## src/rtl/rf_wb_arbiter.sv

```systemverilog
// Round-robin arbiter sharing the register-file write port among N_REQ writeback sources.
// Define RF_WB_FWD_EN to add the two-port bypass of the pending (uncommitted) write.
module rf_wb_arbiter #(
    parameter int N_REQ      = 3,
    parameter int ADDR_WIDTH = 5,
    parameter int DATA_WIDTH = 32
) (
    input  logic                          clk,
    input  logic                          rst,
    input  logic [N_REQ-1:0]              req_valid,
    input  logic [N_REQ*ADDR_WIDTH-1:0]   req_waddr,
    input  logic [N_REQ*DATA_WIDTH-1:0]   req_wdata,
    output logic [N_REQ-1:0]              req_ready,
    output logic                          rf_wen,
    output logic [ADDR_WIDTH-1:0]         rf_waddr,
    output logic [DATA_WIDTH-1:0]         rf_wdata,
`ifdef RF_WB_FWD_EN
    input  logic [ADDR_WIDTH-1:0]         fwd_raddr1,
    input  logic [ADDR_WIDTH-1:0]         fwd_raddr2,
    input  logic [DATA_WIDTH-1:0]         rf_rdata1,
    input  logic [DATA_WIDTH-1:0]         rf_rdata2,
    output logic [DATA_WIDTH-1:0]         fwd_rdata1,
    output logic [DATA_WIDTH-1:0]         fwd_rdata2,
`endif
    output logic                          busy
);
    localparam int PTR_W = (N_REQ > 1) ? $clog2(N_REQ) : 1;

    logic [PTR_W-1:0]      ptr_q, ptr_d, gidx;
    logic [N_REQ-1:0]      gnt;
    logic                  found, xfer;
    logic [ADDR_WIDTH-1:0] sel_addr;
    logic [DATA_WIDTH-1:0] sel_data;
    logic                  wen_q, wen_d;
    logic [ADDR_WIDTH-1:0] waddr_q, waddr_d;
    logic [DATA_WIDTH-1:0] wdata_q, wdata_d;

    // Rotating priority scan starting at ptr; wrap by compare so non-power-of-two N_REQ works.
    always_comb begin
        int idx;
        gnt   = '0;
        gidx  = '0;
        found = 1'b0;
        for (int k = 0; k < N_REQ; k++) begin
            idx = int'(ptr_q) + k;
            if (idx >= N_REQ) idx = idx - N_REQ;
            if (!found && req_valid[idx]) begin
                found    = 1'b1;
                gidx     = PTR_W'(idx);
                gnt[idx] = 1'b1;
            end
        end
    end

    assign req_ready = rst ? '0 : gnt;
    assign xfer      = found && !rst;
    assign busy      = |req_valid;
    assign sel_addr  = req_waddr[int'(gidx)*ADDR_WIDTH +: ADDR_WIDTH];
    assign sel_data  = req_wdata[int'(gidx)*DATA_WIDTH +: DATA_WIDTH];

    always_comb begin
        ptr_d   = ptr_q;
        wen_d   = 1'b0;
        waddr_d = waddr_q;
        wdata_d = wdata_q;
        if (xfer) begin
            ptr_d = (gidx == PTR_W'(N_REQ - 1)) ? '0 : gidx + 1'b1;
            // r0 writes are consumed here and never reach the register file.
            if (sel_addr != '0) begin
                wen_d   = 1'b1;
                waddr_d = sel_addr;
                wdata_d = sel_data;
            end
        end
    end

    always_ff @(posedge clk) begin
        if (rst) begin
            ptr_q   <= '0;
            wen_q   <= 1'b0;
            waddr_q <= '0;
            wdata_q <= '0;
        end else begin
            ptr_q   <= ptr_d;
            wen_q   <= wen_d;
            waddr_q <= waddr_d;
            wdata_q <= wdata_d;
        end
    end

    assign rf_wen   = wen_q;
    assign rf_waddr = waddr_q;
    assign rf_wdata = wdata_q;

`ifdef RF_WB_FWD_EN
    assign fwd_rdata1 = (wen_q && waddr_q == fwd_raddr1 && fwd_raddr1 != '0) ? wdata_q : rf_rdata1;
    assign fwd_rdata2 = (wen_q && waddr_q == fwd_raddr2 && fwd_raddr2 != '0) ? wdata_q : rf_rdata2;
`endif

endmodule

```

## config.mk

```make
export PLATFORM = sky130hd
export DESIGN_NAME = rf_wb_arbiter
export DESIGN_NICKNAME = d
export VERILOG_FILES = /design/src/rtl/rf_wb_arbiter.sv
export SDC_FILE = /design/constraint.sdc
export NUM_CORES = 1
export LEC_CHECK = 0
export CORE_MARGIN = 10
export CORE_UTILIZATION = 46
export CTS_BUF_LIST = sky130_fd_sc_hd__clkbuf_4 sky130_fd_sc_hd__clkbuf_8
export DETAILED_ROUTE_END_ITERATION = 7
export PLACE_DENSITY = 0.93
export SLEW_MARGIN = 20
export SYNTH_ARGS = -nofsm -noshare
export SYNTH_HDL_FRONTEND = slang
export SYNTH_SLANG_ARGS = --single-unit
```

## constraint.sdc

```tcl
create_clock -name clk -period 5.6 [get_ports clk]
set_input_delay 0.84 -clock clk [delete_from_list [all_inputs] [get_ports clk]]
set_output_delay 0.84 -clock clk [all_outputs]
set_load 0.01 [all_outputs]
```

==> tab_implementation.tex, run 1 <==
\begin{tabular}{lr}
\hline
Metric & Value \\
\hline
\multicolumn{2}{l}{\textbf{Run status}} \\
Run status & finished clean \\
\multicolumn{2}{l}{\textbf{STA}} \\
Final Hold Fails & 0 \\
Total negative slack & 0 ns \\
Slew Limit Fails & 0 \\
RSZ-0062 raised after global routing & false \\
Clock Skew & 0.006782 ns \\
Slew Limit Headroom & 0.2837 \\
Min cycle time layout & 3.857 ns \\
Count of final setup violators & 0 \\
Share of the clock period used by the worst path after layout & 0.6887 \\
Transition time at the pin with the least slew margin & 1.074 ns \\
Maximum clock frequency & 0.2593 GHz \\
\multicolumn{2}{l}{\textbf{Synth}} \\
Number of synthesized register bits & 40 \\
Yosys warnings & 0 \\
Syn Nets & 529 \\
Top cells by instance count after synthesis & a21oi\_1 (42), nor2\_1 (41), dfxtp\_1 (40), nand2\_1 (39), mux2i\_1 (33) \\
Fraction of synthesized cell area taken by the top area cell type & 0.2402 \\
Post-synthesis cell area & 3334 um2 \\
Post-synth top flop & dfxtp\_1 \\
Most common cell in the netlist & a21oi\_1 \\
Top cells by area, synth & dfxtp\_1 (24\%), o211ai\_2 (12\%), mux2i\_1 (9.9\%), a41oi\_1 (8.1\%), a21oi\_1 (6.3\%) \\
Async set-or-reset flop fraction in the synthesized netlist & 0 \\
Number of cells produced by synthesis & 409 \\
Cell accounting for the most synthesized area & dfxtp\_1 \\
Synth cell types & 51 \\
Sequential element share of the synthesized area & 0.2402 \\
Count of flip-flops with a built-in enable after synthesis & 0 \\
Post-Synthesis Mean Instance Area & 8.153 um2 \\
\multicolumn{2}{l}{\textbf{Floorplan}} \\
Core ar. & 6907 um2 \\
Horiz. Die Dim & 105.1 um \\
Ports placed on the boundary & 158 \\
Die area & 11,050 um2 \\
Row count & 30 \\
Die Ht & 105.1 um \\
Initial core utilization & 0.4828 \\
\multicolumn{2}{l}{\textbf{Global routing}} \\
GR Util All Layers & 0.1909 \\
Maximum number of pins on one net before global-route repair & 67 \\
Antenna violations before repair & 0 \\
First-pass GRT wire length & 17,780 um \\
Overflow after GRT & 0 \\
Number of global-route vias before repair & 3,550 \\
\multicolumn{2}{l}{\textbf{Detailed routing}} \\
Initial detailed-routing violation count & 167 \\
Post-DR vias/cell & 5.771 \\
Antenna-violating nets left & 0 \\
Wire per inst & 17.99 um \\
DR DRC count & 0 \\
Total number of vias & 3,647 \\
Total Routed Length & 11,370 um \\
First-pass detailed-route iteration total & 5 \\
\multicolumn{2}{l}{\textbf{Critical path}} \\
Crit Path Category & primary input to flip-flop \\
Worst path required time & 5.78 ns \\
Endpoint class of the critical path & flip-flop \\
Critical path startpoint category & primary input \\
Critical path data arrival time & 4.04 ns \\
Largest fanout on the critical path & 32 \\
\multicolumn{2}{l}{\textbf{Run}} \\
Max capacitance violation total & 0 \\
\multicolumn{2}{l}{\textbf{Clocking}} \\
Post-cts repair resize count & 0 \\
Number of levels the H-tree was split into & 2 \\
Root Driver & clkbuf\_8 \\
Source-to-sink clock delay at the later pin of the worst-skew pair & 0.30 ns \\
Total clock buffers created by CTS & 5 \\
CTS clock-pin slew for the worst setup and hold paths & 0.08 ns \\
Setup Fix Bufs, Post-CTS & 0 \\
Clock sink total & 40 \\
Post-CTS Hold Buffers & 0 \\
Clock Tree Buf Depth & 2 \\
Clock tree from TritonCTS & built \\
\multicolumn{2}{l}{\textbf{Cells and area}} \\
Fill cell count & 532 \\
Synthesis-to-finish area growth & 48.93\% \\
Final nets & 656 \\
Filler-free cell count of the finished design & 632 \\
Fin util & 0.7190 \\
Fraction of layout instances using a drive strength above 1 & 0.1213 \\
Diode count & 0 \\
Final instance area & 4966 um2 \\
\multicolumn{2}{l}{\textbf{Power and ir drop}} \\
Sequential fraction of design power & 0.201 \\
Clock share of power & 0.080 \\
Switching Share & 0.4890 \\
Psw & 1149 uW \\
Comb pwr share & 0.719 \\
Maximum ir drop on the vdd rail & 227.4 uV \\
Cell internal pwr & 1200 uW \\
Leakage Power & 0.002126 uW \\
Power per cell area & 473.0 nW/um2 \\
\multicolumn{2}{l}{\textbf{Worst hold path}} \\
Type of the most critical hold path & flip-flop to flip-flop \\
\multicolumn{2}{l}{\textbf{Placed design}} \\
Total cell area at the placement stage & 4865 um2 \\
Routability congestion estimate & 0.8649 \\
Placed cells & 624 \\
Half-perimeter wire length after detailed placement & 8569 um \\
Count of input and output buffers & 157 \\
\hline
\end{tabular}
## power by group through the flow
stage | registers, uW | logic, uW | clock network [uW]
after floorplan | 513 | 1130 | 0
after global placement | 470 | 1640 | 0
after detailed placement | 476 | 1670 | 0
after CTS | 471 | 1680 | 190
after global routing | 487 | 1830 | 202
final | 472 | 1690 | 189
## cell families (layout without fill, tap and decap cells)
logic type | Yosys count | in the layout | synth area share
and+or+nand+nor | 145 | 145 | 0.2135
muxes | 35 | 35 | 0.1077
DFF | 40 | 40 | 0.2402
adders and majority gates | 4 | 4 | 0.01501
buffers and inverters | 46 | 173 | 0.07055
AOI/OAI and AO/OA | 139 | 139 | 0.3531
## critical path: stages
cell             delay, ns
clkdlybuf4s50_1       0.59
mux2i_2               0.12
o21ai_2               0.33
o221ai_2              0.25
nand3_1               0.18
a31oi_4               0.14
or4_2                 1.16
a31oi_1               0.31
nand3_1               0.09
## metal layers
metal  GRT usage  routed length, um  vias to the layer above
met5           0                  0                        -
met4     0.04706                160                        0
met3     0.06143                891                       13
met2      0.3274               5572                      161
met1      0.2242               4743                     1669
li1            -                  -                     1804
## layout by cell type, fill, tap and decap left out, types with 3 or more instances in the layout
cell,n
a211oi_1,4
a21oi_1,42
a31oi_2,3
a41oi_1,31
and3_1,32
buf_4,5
clkbuf_8,5
clkdlybuf4s50_1,157
dfxtp_1,40
ha_1,4
inv_1,3
mux2i_1,33
nand2_1,38
nand2b_1,3
nand3_1,9
nand3b_1,3
nor2_1,40
nor3_1,6
o211ai_2,31
o21a_1,3
o21ai_0,5
o21ai_1,3
## final cells by class
type / count / area [um2] / area share
tap: 96 / 120.1 / 0.02419
clock buffer: 5 / 68.82 / 0.01386
clock inverter: 2 / 12.51 / 0.002520
inverter: 3 / 11.26 / 0.002268
multi-input combinational: 323 / 2323 / 0.4679
sequential: 40 / 800.8 / 0.1612
timing repair buffer: 163 / 1629 / 0.3280
## through the flow
step	hold WS, ns	power, uW	worst slack, ns
after global routing	0.5104	2518	1.542
after detailed placement	0.4860	2147	1.453
after CTS	0.4973	2336	1.762
after global placement	0.4699	2110	1.530
after floorplan	0.4984	1639	2.718
final	0.4977	2349	1.743
## sequential cells by signal, indices dropped and copies added (netlist names)
signal	cells
rf_wen	1
rf_wdata	32
rf_waddr	5
ptr_q	2
## final timing paths
kind                      from           end  slack [ns]  cells after the start
hold / removal     rf_waddr[3]   rf_waddr[3]        0.50                      2
hold reg to reg    rf_waddr[3]   rf_waddr[3]        0.50                      2
setup reg to reg      ptr_q[0]  rf_wdata[24]        1.90                     10
setup / recovery  req_valid[1]  rf_wdata[24]        1.74                      9
No activity file was read; power rests on OpenSTA's default activity.
==> run 2, diff against run 1 <==
--- a/config.mk
+++ b/config.mk
@@ -6,10 +6,10 @@
 export NUM_CORES = 1
 export LEC_CHECK = 0
 export CORE_MARGIN = 10
-export CORE_UTILIZATION = 46
+export CORE_UTILIZATION = 43
 export CTS_BUF_LIST = sky130_fd_sc_hd__clkbuf_4 sky130_fd_sc_hd__clkbuf_8
 export DETAILED_ROUTE_END_ITERATION = 7
-export PLACE_DENSITY = 0.93
+export PLACE_DENSITY = 0.88
 export SLEW_MARGIN = 20
 export SYNTH_ARGS = -nofsm -noshare
 export SYNTH_HDL_FRONTEND = slang
==> constraint.sdc (replaced) <==
create_clock -name clk -period 3.9 [get_ports clk]
set_input_delay 0.585 -clock clk [delete_from_list [all_inputs] [get_ports clk]]
set_output_delay 0.585 -clock clk [all_outputs]
set_load 0.01 [all_outputs]
==> run 2 against run 1 <==
Count of clock-buffer cells in the layout stayed put. Die area is 5.6% higher. Largest cell class unchanged. Sequential share of layout area decreased by 0.25 points. Sequential power increased by 44%. Critical path depth grew 2. Highest routed layer unchanged. Setup slack lost 1.4 ns.
==> tab_implementation.tex, run 2 (synthesized netlist as in run 1, its figures left out) <==
\begin{tabular}{lr}
\hline
Metric & Value \\
\hline
\multicolumn{2}{l}{\textbf{Run status}} \\
Run status & finished clean \\
\multicolumn{2}{l}{\textbf{STA}} \\
Total negative slack & 0 ns (unchanged) \\
Min cycle time layout & 3.526 ns \\
RSZ-0062 raised after global routing & false \\
Slew Limit Fails & 0 (unchanged) \\
Count of final setup violators & 0 (unchanged) \\
Share of the clock period used by the worst path after layout & 0.9042 \\
Transition time at the pin with the least slew margin & 0.6409 ns (-0.4335 ns) \\
Smallest hold slack & 0.4937 ns (-0.004089 ns) \\
Slew Limit Headroom & 0.5727 (+0.2890) \\
Worst Setup Slack, final & 0.3738 ns (-1.369 ns) \\
Clock Skew & 0.004872 ns (-0.001910 ns) \\
Final Hold Fails & 0 (unchanged) \\
Maximum clock frequency & 0.2836 GHz \\
\multicolumn{2}{l}{\textbf{Floorplan}} \\
Core ar. & 7647 um2 (+11\%) \\
Ports placed on the boundary & 158 (unchanged) \\
Initial core utilization & 0.4360 (-0.04676) \\
Die area & 11,680 um2 (+5.6\%) \\
Horiz. Die Dim & 108.1 um (+2.8\%) \\
Die Ht & 108.1 um (+2.8\%) \\
Row count & 32 (+6.7\%) \\
\multicolumn{2}{l}{\textbf{Critical path}} \\
Worst-path cell with the longest stage delay & or4\_2 \\
Depth of the worst register-to-register path & 11 (+1) \\
Logic depth of the worst setup path including buffers & 11 (+2) \\
Critical path data arrival time & 3.70 ns (-0.34 ns) \\
Critical path startpoint category & flip-flop \\
Endpoint class of the critical path & flip-flop \\
Top Family by Delay on Critical Path & compound AO/OA/AOI/OAI gates \\
Largest fanout on the critical path & 32 (unchanged) \\
Crit-path cells & inv\_1 -> ha\_1 -> mux2i\_2 -> o21ai\_2 -> o221a\_4 -> o21ai\_0 -> a31oi\_2 -> or4\_2 -> buf\_4 -> a31oi\_1 -> nand3\_1 \\
Slowest stage delay, CP & 0.57 ns (-0.59 ns) \\
Crit Path Category & flip-flop to flip-flop \\
Buffers \& Inverters on Critical Path & 2 (+1) \\
Worst path required time & 4.07 ns (-1.71 ns) \\
\multicolumn{2}{l}{\textbf{Run}} \\
Max capacitance violation total & 0 (unchanged) \\
\multicolumn{2}{l}{\textbf{Detailed routing}} \\
Antenna-violating nets left & 0 (unchanged) \\
Wire per inst & 18.33 um (+1.9\%) \\
Total number of vias & 3,680 (+0.90\%) \\
Initial detailed-routing violation count & 201 (+20\%) \\
Post-DR vias/cell & 5.714 (-0.98\%) \\
DR DRC count & 0 (unchanged) \\
Total Routed Length & 11,810 um (+3.8\%) \\
First-pass detailed-route iteration total & 4 (-1) \\
\multicolumn{2}{l}{\textbf{Clocking}} \\
Clock Tree Buf Depth & 2 (unchanged) \\
Clock sink total & 40 (unchanged) \\
CTS clock-pin slew for the worst setup and hold paths & 0.08 ns (about the same) \\
Root Driver & clkbuf\_8 \\
Post-CTS Hold Buffers & 0 (unchanged) \\
Source-to-sink clock delay at the later pin of the worst-skew pair & 0.29 ns (about the same) \\
Clock tree from TritonCTS & built \\
Number of levels the H-tree was split into & 2 (unchanged) \\
Total clock buffers created by CTS & 5 (unchanged) \\
Post-cts repair resize count & 0 (unchanged) \\
Setup Fix Bufs, Post-CTS & 0 (unchanged) \\
\multicolumn{2}{l}{\textbf{Power and ir drop}} \\
Comb pwr share & 0.727 (+0.008) \\
Cell internal pwr & 1790 uW (+49\%) \\
Leakage Power & 0.002163 uW (+1.7\%) \\
Psw & 1684 uW (+47\%) \\
Maximum ir drop on the vdd rail & 351.8 uV (+55\%) \\
Power per cell area & 688.7 nW/um2 (+46\%) \\
Clock share of power & 0.077 (-0.003) \\
Switching Share & 0.4847 (-0.004270) \\
Sequential fraction of design power & 0.196 (-0.005) \\
\multicolumn{2}{l}{\textbf{Worst hold path}} \\
Type of the most critical hold path & flip-flop to flip-flop \\
Worst hold path stage count & 2 (unchanged) \\
\multicolumn{2}{l}{\textbf{Cells and area}} \\
Fin util & 0.6595 (-0.05950) \\
Fill cell count & 629 (+18\%) \\
Final nets & 662 (+0.91\%) \\
Commonest non-fill, non-tap cell in the layout & clkdlybuf4s50\_1 \\
Flip-flop count of the largest register after layout & 32 (unchanged) \\
Commonest cells after routing, fill and taps aside & clkdlybuf4s50\_1 (157), a21oi\_1 (42), nor2\_1 (40), dfxtp\_1 (40), nand2\_1 (38) \\
Diode count & 0 (unchanged) \\
Synthesis-to-finish area growth & 51.26\% \\
Fraction of layout instances using a drive strength above 1 & 0.1310 (+0.009728) \\
\multicolumn{2}{l}{\textbf{Placed design}} \\
Half-perimeter wire length after detailed placement & 8890 um (+3.7\%) \\
Pre-CTS WS & 0.2674 ns (-1.185 ns) \\
Count of input and output buffers & 157 (unchanged) \\
Routability congestion estimate & 0.9865 (+14\%) \\
\multicolumn{2}{l}{\textbf{Global routing}} \\
GR Util All Layers & 0.1914 (+0.0004307) \\
Maximum number of pins on one net before global-route repair & 68 (+1.5\%) \\
Number of global-route vias before repair & 3,674 (+3.5\%) \\
Antenna violations before repair & 0 (unchanged) \\
Overflow after GRT & 0 (unchanged) \\
First-pass GRT wire length & 18,700 um (+5.2\%) \\
\hline
\end{tabular}
-- run 2: routing by layer --
| layer | up-vias | GRT usage | wire length [um] |
|---|---|---|---|
| met4 | 0 | 0.03817 | 133 |
| met5 | - | 0 | 0 |
| li1 | 1814 | - | - |
| met2 | 117 | 0.3379 | 6067 |
| met1 | 1740 | 0.2239 | 4729 |
| met3 | 9 | 0.05592 | 875 |
-- run 2: worst paths after layout --
| check | from | end | slack [ns] |
|---|---|---|---|
| worst max-delay path | ptr_q[0] | rf_wdata[24] | 0.37 |
| worst max register to register | ptr_q[0] | rf_wdata[24] | 0.37 |
| worst min register to register | rf_waddr[2] | rf_waddr[2] | 0.49 |
| worst min-delay path | rf_waddr[2] | rf_waddr[2] | 0.49 |
-- run 2: area by class of cell --
class / count / area, um2 / area share
clock buffer: 5 / 68.82 / 0.01364
inverter: 3 / 11.26 / 0.002233
multi-input combinational: 323 / 2323 / 0.4607
clock inverter: 2 / 12.51 / 0.002481
tap: 102 / 127.6 / 0.02530
sequential: 40 / 800.8 / 0.1588
timing repair buffer: 169 / 1699 / 0.3369
-- run 2: power by group through the flow --
stage	registers, uW	clock network (uW)	logic, uW
2_1_floorplan	736	0	1620
3_3_place_gp	674	0	2430
3_5_place_dp	684	0	2500
4_1_cts	678	272	2520
5_1_grt	699	293	2740
6_report	680	269	2520
-- run 2: metrics by stage --
step,area [um2],total power (uW),instances
floorplan,3334,2353,409
global placement,4942,3108,636
detailed placement,4942,3187,636
CTS,5024,3465,643
global route,5044,3734,644
finish,5044,3473,644
-- run 2: worst min-delay path, cell delays in order, from the launching register on --
cell and delay [ns]:
dfxtp_1 0.31, o21ai_0 0.07, a21oi_1 0.07
